==> src/rtl/obstacle_rom_arbiter_pkg.sv <==
// Shared constants and types for the obstacle sprite ROM arbiter.
// Requester 0 is the display scan path; 1..N_REQ-1 share the ROM round-robin.
package obstacle_rom_pkg;

  localparam int N_REQ      = 4;
  localparam int ADDR_W     = 17;
  localparam int DATA_W     = 3;
  localparam int ROM_LAT    = 1;
  localparam int STARVE_MAX = 15;

  localparam int PTR_W = $clog2(N_REQ);
  localparam int CNT_W = $clog2(STARVE_MAX + 1);

  typedef logic [N_REQ-1:0] req_id_t;
  typedef logic [PTR_W-1:0] rr_ptr_t;
  typedef logic [CNT_W-1:0] starve_cnt_t;

  typedef struct packed {
    logic    valid;
    req_id_t id;
  } rom_tag_t;

  // Round-robin successor of requester i, skipping index 0.
  function automatic rr_ptr_t next_ptr(input int i);
    return (i >= N_REQ - 1) ? rr_ptr_t'(1) : rr_ptr_t'(i + 1);
  endfunction

endpackage

==> src/rtl/obstacle_rom_arbiter_if.sv <==
// Requester and ROM bus of the obstacle ROM arbiter.
// Handshake: a read transfers on a cycle where req_valid[i] & req_ready[i]; the
// requester holds valid (address may change) until then; rsp_valid[i] marks the
// single cycle rsp_data belongs to requester i, ROM_LAT+1 cycles after transfer.
interface obstacle_rom_arbiter_if;
  import obstacle_rom_pkg::*;

  logic [N_REQ-1:0]        req_valid;
  logic [N_REQ*ADDR_W-1:0] req_addr;
  logic [N_REQ-1:0]        req_ready;
  logic [ADDR_W-1:0]       rom_address;
  logic [DATA_W-1:0]       rom_q;
  logic [N_REQ-1:0]        rsp_valid;
  logic [DATA_W-1:0]       rsp_data;

  modport slave (
    input  req_valid, req_addr, rom_q,
    output req_ready, rom_address, rsp_valid, rsp_data
  );

  modport master (
    output req_valid, req_addr, rom_q,
    input  req_ready, rom_address, rsp_valid, rsp_data
  );

endinterface

==> src/rtl/obstacle_rom_arbiter_rr_pick.sv <==
// Combinational round-robin pick over requesters 1..N_REQ-1, starting at rr_ptr.
// Requester 0 is never picked here; it is handled by the priority mux.
module obstacle_rom_rr_pick
  import obstacle_rom_pkg::*;
(
  input  req_id_t valid_i,
  input  rr_ptr_t rr_ptr_i,
  output req_id_t grant_o,
  output logic    found_o
);

  always_comb begin
    int idx;
    grant_o = '0;
    found_o = 1'b0;
    idx     = 0;
    for (int k = 0; k < N_REQ - 1; k++) begin
      // Offset keeps idx inside 1..N_REQ-1 even for an out-of-range pointer.
      idx = ((int'(rr_ptr_i) + N_REQ - 2 + k) % (N_REQ - 1)) + 1;
      if (!found_o && valid_i[idx]) begin
        grant_o[idx] = 1'b1;
        found_o      = 1'b1;
      end
    end
  end

endmodule

==> src/rtl/obstacle_rom_arbiter.sv <==
// Shares one single-port obstacle sprite ROM among N_REQ pixel requesters:
// display path first, the rest round-robin with a starvation watchdog.
module obstacle_rom_arbiter
  import obstacle_rom_pkg::*;
(
  input  logic                        vga_clk,
  input  logic                        reset_n,
  obstacle_rom_arbiter_if.slave       bus,
  output logic                        starve_seen,
  output rr_ptr_t                     rr_ptr_o,
  output starve_cnt_t [N_REQ-1:0]     starve_cnt_o
);

  rr_ptr_t                  rr_ptr_q;
  starve_cnt_t [N_REQ-1:0]  starve_cnt_q;
  logic                     starve_seen_q;
  logic [ADDR_W-1:0]        rom_address_q;
  rom_tag_t                 acc_tag_q;
  rom_tag_t                 tag_pipe_q [ROM_LAT];
  req_id_t                  rsp_valid_q;
  logic [DATA_W-1:0]        rsp_data_q;

  req_id_t           promoted;
  req_id_t           grant_rr;
  logic              rr_found;
  req_id_t           grant;
  logic [ADDR_W-1:0] addr_sel;
  rr_ptr_t           rr_ptr_d;

  obstacle_rom_rr_pick u_rr_pick (
    .valid_i  (bus.req_valid),
    .rr_ptr_i (rr_ptr_q),
    .grant_o  (grant_rr),
    .found_o  (rr_found)
  );

  always_comb begin
    promoted = '0;
    for (int j = 1; j < N_REQ; j++) begin
      promoted[j] = bus.req_valid[j] && (starve_cnt_q[j] == starve_cnt_t'(STARVE_MAX));
    end
  end

  // Grants are suppressed while reset is held so nothing transfers into a clearing pipe.
  always_comb begin
    grant = '0;
    if (!reset_n) begin
      grant = '0;
    end else if (|promoted) begin
      grant = promoted & (~promoted + req_id_t'(1));
    end else if (bus.req_valid[0]) begin
      grant = req_id_t'(1);
    end else if (rr_found) begin
      grant = grant_rr;
    end
  end

  always_comb begin
    addr_sel = '0;
    rr_ptr_d = rr_ptr_q;
    for (int i = 0; i < N_REQ; i++) begin
      if (grant[i]) begin
        addr_sel = addr_sel | bus.req_addr[i*ADDR_W +: ADDR_W];
      end
    end
    for (int i = 1; i < N_REQ; i++) begin
      if (grant[i]) begin
        rr_ptr_d = next_ptr(i);
      end
    end
  end

  always_ff @(posedge vga_clk or negedge reset_n) begin
    if (!reset_n) begin
      rr_ptr_q      <= rr_ptr_t'(1);
      starve_cnt_q  <= '0;
      starve_seen_q <= 1'b0;
      rom_address_q <= '0;
      acc_tag_q     <= '0;
      for (int p = 0; p < ROM_LAT; p++) begin
        tag_pipe_q[p] <= '0;
      end
      rsp_valid_q   <= '0;
      rsp_data_q    <= '0;
    end else begin
      rr_ptr_q <= rr_ptr_d;
      for (int j = 1; j < N_REQ; j++) begin
        if (grant[j] || !bus.req_valid[j]) begin
          starve_cnt_q[j] <= '0;
        end else if (starve_cnt_q[j] != starve_cnt_t'(STARVE_MAX)) begin
          starve_cnt_q[j] <= starve_cnt_q[j] + starve_cnt_t'(1);
        end
      end
      if (|promoted) begin
        starve_seen_q <= 1'b1;
      end
      if (|grant) begin
        rom_address_q <= addr_sel;
      end
      // acc_tag_q pairs with rom_address_q; the pipe then covers the ROM latency.
      acc_tag_q.valid <= |grant;
      acc_tag_q.id    <= grant;
      tag_pipe_q[0]   <= acc_tag_q;
      for (int p = 1; p < ROM_LAT; p++) begin
        tag_pipe_q[p] <= tag_pipe_q[p-1];
      end
      rsp_valid_q <= tag_pipe_q[ROM_LAT-1].valid ? tag_pipe_q[ROM_LAT-1].id : '0;
      if (tag_pipe_q[ROM_LAT-1].valid) begin
        rsp_data_q <= bus.rom_q;
      end
    end
  end

  assign bus.req_ready   = grant;
  assign bus.rom_address = rom_address_q;
  assign bus.rsp_valid   = rsp_valid_q;
  assign bus.rsp_data    = rsp_data_q;
  assign starve_seen     = starve_seen_q;
  assign rr_ptr_o        = rr_ptr_q;
  assign starve_cnt_o    = starve_cnt_q;

endmodule

==> src/flat_wrapper.sv <==
// flat-port wrapper written by rule: the top's interface ports become plain ports
module obstacle_rom_arbiter_flat import obstacle_rom_pkg::*;
  (vga_clk, reset_n, starve_seen, rr_ptr_o, starve_cnt_o, bus_req_valid, bus_req_addr, bus_rom_q, bus_req_ready, bus_rom_address, bus_rsp_valid, bus_rsp_data);
  obstacle_rom_arbiter_if bus_i ();
  input  logic vga_clk;
  input  logic reset_n;
  output logic starve_seen;
  output rr_ptr_t rr_ptr_o;
  output starve_cnt_t [N_REQ-1:0] starve_cnt_o;
  input wire logic [$bits(bus_i.req_valid)-1:0] bus_req_valid;
  input wire logic [$bits(bus_i.req_addr)-1:0] bus_req_addr;
  input wire logic [$bits(bus_i.rom_q)-1:0] bus_rom_q;
  output wire logic [$bits(bus_i.req_ready)-1:0] bus_req_ready;
  output wire logic [$bits(bus_i.rom_address)-1:0] bus_rom_address;
  output wire logic [$bits(bus_i.rsp_valid)-1:0] bus_rsp_valid;
  output wire logic [$bits(bus_i.rsp_data)-1:0] bus_rsp_data;
  assign bus_i.req_valid = bus_req_valid;
  assign bus_i.req_addr = bus_req_addr;
  assign bus_i.rom_q = bus_rom_q;
  assign bus_req_ready = bus_i.req_ready;
  assign bus_rom_address = bus_i.rom_address;
  assign bus_rsp_valid = bus_i.rsp_valid;
  assign bus_rsp_data = bus_i.rsp_data;
  obstacle_rom_arbiter u_core (.vga_clk(vga_clk), .reset_n(reset_n), .bus(bus_i), .starve_seen(starve_seen), .rr_ptr_o(rr_ptr_o), .starve_cnt_o(starve_cnt_o));
endmodule
==> config.mk <==
export PLATFORM = sky130hd
export DESIGN_NAME = obstacle_rom_arbiter_flat
export DESIGN_NICKNAME = d
export VERILOG_FILES = /design/src/rtl/obstacle_rom_arbiter_pkg.sv /design/src/rtl/obstacle_rom_arbiter_if.sv /design/src/rtl/obstacle_rom_arbiter_rr_pick.sv /design/src/rtl/obstacle_rom_arbiter.sv /design/src/flat_wrapper.sv
export SDC_FILE = /design/constraint.sdc
export NUM_CORES = 1
export LEC_CHECK = 0
export ABC_AREA = 0
export CELL_PAD_IN_SITES_DETAIL_PLACEMENT = 1
export CELL_PAD_IN_SITES_GLOBAL_PLACEMENT = 2
export CORE_MARGIN = 4
export CORE_UTILIZATION = 27
export DETAILED_ROUTE_END_ITERATION = 10
export PLACE_DENSITY_LB_ADDON = 0.1
export SYNTH_ARGS = -nofsm -noshare
export SYNTH_HDL_FRONTEND = slang
export SYNTH_HIERARCHICAL = 1
export SYNTH_SLANG_ARGS = --single-unit
==> constraint.sdc <==
create_clock -name vga_clk -period 5.5 [get_ports vga_clk]
set_input_delay 0.825 -clock vga_clk [delete_from_list [all_inputs] [get_ports vga_clk]]
set_output_delay 0.825 -clock vga_clk [all_outputs]
set_load 0.01 [all_outputs]
==> results_dict.tcl <==
set metrics [dict create \
    status "finished, final reports clean" \
    max_slew_margin 0.249 \
    reg2reg_from "u_core/rr_ptr_o[0]" \
    grt_pass1_vias 2704 \
    rows 37 \
    cts_buffers 5 \
    cts_tree "built" \
    p_leak_nw 1.89 \
    power_density_nw_per_um2 389 \
    yosysTopAreaCell "dfrtp_1" \
    grt.overflow.total 0 \
    rsz0062_at_grt "false" \
    drc_errors 0 \
    hold_viol_final 0 \
    cpMaxStageDelayCell "nor2_2" \
    finalNetCount 477 \
    final_common_cell "clkdlybuf4s50_1" \
    fp.dieW_microns 111 \
    synth-edff-count 0 \
    io_pins 124 \
    synthArstFlopShare 1.00 \
    reg2reg_depth 10 \
    post_cts_resized 0 \
    clk_latency_ns 0.31 \
    antenna_left 0 \
    place_congestion 0.725 \
    synth_cell_types 51 \
    hold_class "reg -> reg" \
    multiInputGateArea_sq_um 1470 \
    drt-vias-per-instance 4.80 \
    initial_core_util 0.277 \
    die-area_sq_um 12300 \
    cts_setup_buffers 0 \
    die_y_microns 111 \
    hpwl_microns 6440 \
    setup_viol 0 \
    drv_slew 0 \
    critPathMaxStageDelay_ns 0.87 \
    synth_top_cell_area_share 0.420 \
    synth_seq_area_share 0.429 \
    cp-startpoint "bus_req_valid[3]" \
    arrival_ns 4.12 \
    clk_pin_slew_ns 0.10 \
    port_buffers 119 \
    skew_ns 0.00818 \
    htreeDepth 2 \
    drt-total-wl_microns 8620 \
    start_kind "input pin" \
    final_cell_mix "clkdlybuf4s50_1 (118), dfrtp_1 (48), nand2_1 (23), inv_1 (19), nor2_1 (18)" \
    cts-root-buf "clkbuf_8" \
    antenna_found_initial 0 \
    n_fill_cell 1164 \
    ff2ff_setup_slack_ns 1.60 \
    diodes 0 \
    drv_cap 0 \
    fin_util 0.414 \
    tightest_slew_ns 1.13 \
    routedWlPerCell_microns 16.4 \
    cp_max_fo 22 \
    synth_ff_type "dfrtp_1" \
    crit_required_ns 4.68 \
    drive_gt1_frac 0.133 \
    cp-endpoint "bus_req_ready[2]" \
    grt_max_degree 54 \
    wl_met2_microns 4150 \
    synth_area_sq_um 2860 \
    core_area_sq_um 10300 \
    rr_endpoint "u_core/bus.rom_address[2]" \
    grt_pass1_wl_microns 14000 \
    syn_to_final_growth_pct 49.5 \
    ys_warn_count 14 \
    drt_first_pass_iters 6 \
    cts_sinks 49 \
    grtUsageTotal 0.140 \
    min_period_ns 4.94 \
    syn_inst 272 \
    hold-path-cell-count 0 \
    cts_buffer_depth 2 \
    endpoint_kind "output port" \
    min_from "u_core/acc_tag_q[2]" \
    fin_crit_sh 0.898 \
    top_layer "met4" \
    ctsHoldBuffers 0 \
    wl_met1_microns 3520 \
    avgSynthCellArea_sq_um 10.5 \
    yosys-top-cells-area "dfrtp_1 (42%), a221o_1 (5.9%), mux2_4 (4.7%)" \
    fin_tns_setup_ns 0 \
    fmax_ghz 0.202 \
    route.met3.wl_microns 817 \
    crit_chain "clkdlybuf4s50_1 -> mux2i_1 -> mux2i_1 -> or3_1 -> nor2b_1 -> a31oi_1 -> nor2_2 -> clkdlybuf4s50_1" \
    seq_area_sq_um 1230 \
    ys_ff_latch 49 \
    vias 2531 \
    drt_iter0_markers 61 \
    peakVddDrop_mv 0.118 \
    criticalPathCategory "in -> out" \
]
==> cells by family (layout without fill, tap and decap cells) <==
logic type,count (synthesis),after routing,synth area share
xor+xnor,3,3,0.00919
compound gates,53,53,0.146
flops,49,49,0.429
fa+ha+maj,10,10,0.0437
buf+inv,38,154,0.0630
simple gates,87,87,0.174
other cells,1,4,0.00131
mux,31,31,0.134
==> critical path: cells and delay by family <==
family / cells / cell delay, ns
buffers and inverters: 2 / 1.37
and+or+nand+nor: 3 / 1.28
AOI/OAI and AO/OA: 1 / 0.15
muxes: 2 / 0.49
==> worst min path at each step <==
| stage | endpoint | slack (ns) |
|---|---|---|
| final | u_core/tag_pipe_q[2] | 0.35 |
| after global placement | u_core/tag_pipe_q[3] | 0.33 |
| after detailed placement | u_core/tag_pipe_q[2] | 0.34 |
| after floorplan | u_core/tag_pipe_q[0] | 0.33 |
| after CTS | u_core/tag_pipe_q[2] | 0.36 |
| after global routing | u_core/tag_pipe_q[4] | 0.37 |
==> registers in the layout, summed over array words and instances (netlist names) <==
name and count:
u_core/starve_cnt_o 12, u_core/bus.rom_address 17, u_core/tag_pipe_q 5, u_core/acc_tag_q 5, u_core/rr_ptr_o 2, u_core/bus.rsp_data 3
u_core/bus.rsp_valid 4, u_core/starve_seen 1
==> metrics by stage <==
step,power (mW),instance area [sq um],hold slack [ns],setup WS (ns),cells
after global routing,1.79,4280,0.366,0.349,527
after CTS,1.70,4280,0.359,0.569,527
after global placement,1.44,4180,0.334,0.706,519
after detailed placement,1.45,4180,0.336,0.671,519
final,1.66,4280,0.351,0.559,527
after floorplan,1.08,2870,0.331,1.78,275
==> synthesized netlist by cell type, types with 7 or more instances <==
library cell and n:
mux2_2 12, nand2_1 23, ha_1 10, mux2_4 9
nor2_1 19, clkbuf_1 7, nand3_1 11, o22ai_1 17
dfrtp_1 48, mux2i_1 9, a221o_1 17, inv_1 19
==> cell type report <==
class	count	share of cell area
Clock buffer	5	0.0161
Sequential cell	49	0.287
Tap cell	136	0.0398
Clock inverter	3	0.00585
Timing Repair Buffer	125	0.288
Inverter	21	0.0184
Multi-Input combinational cell	188	0.345
==> report_power, final <==
| group | internal, mW | switching (mW) | leakage, nW |
|---|---|---|---|
| combinational | 0.492 | 0.388 | 1.21 |
| sequential | 0.469 | 0.0831 | 0.639 |
| clock | 0.0930 | 0.137 | 0.0452 |
==> per-layer routing <==
metal	vias to the layer above	track usage
li1	1214	-
met1	1222	0.160
met2	85	0.241
met3	10	0.0546
met4	0	0.0394
met5	-	0
Power figures use the tool's default switching activity.
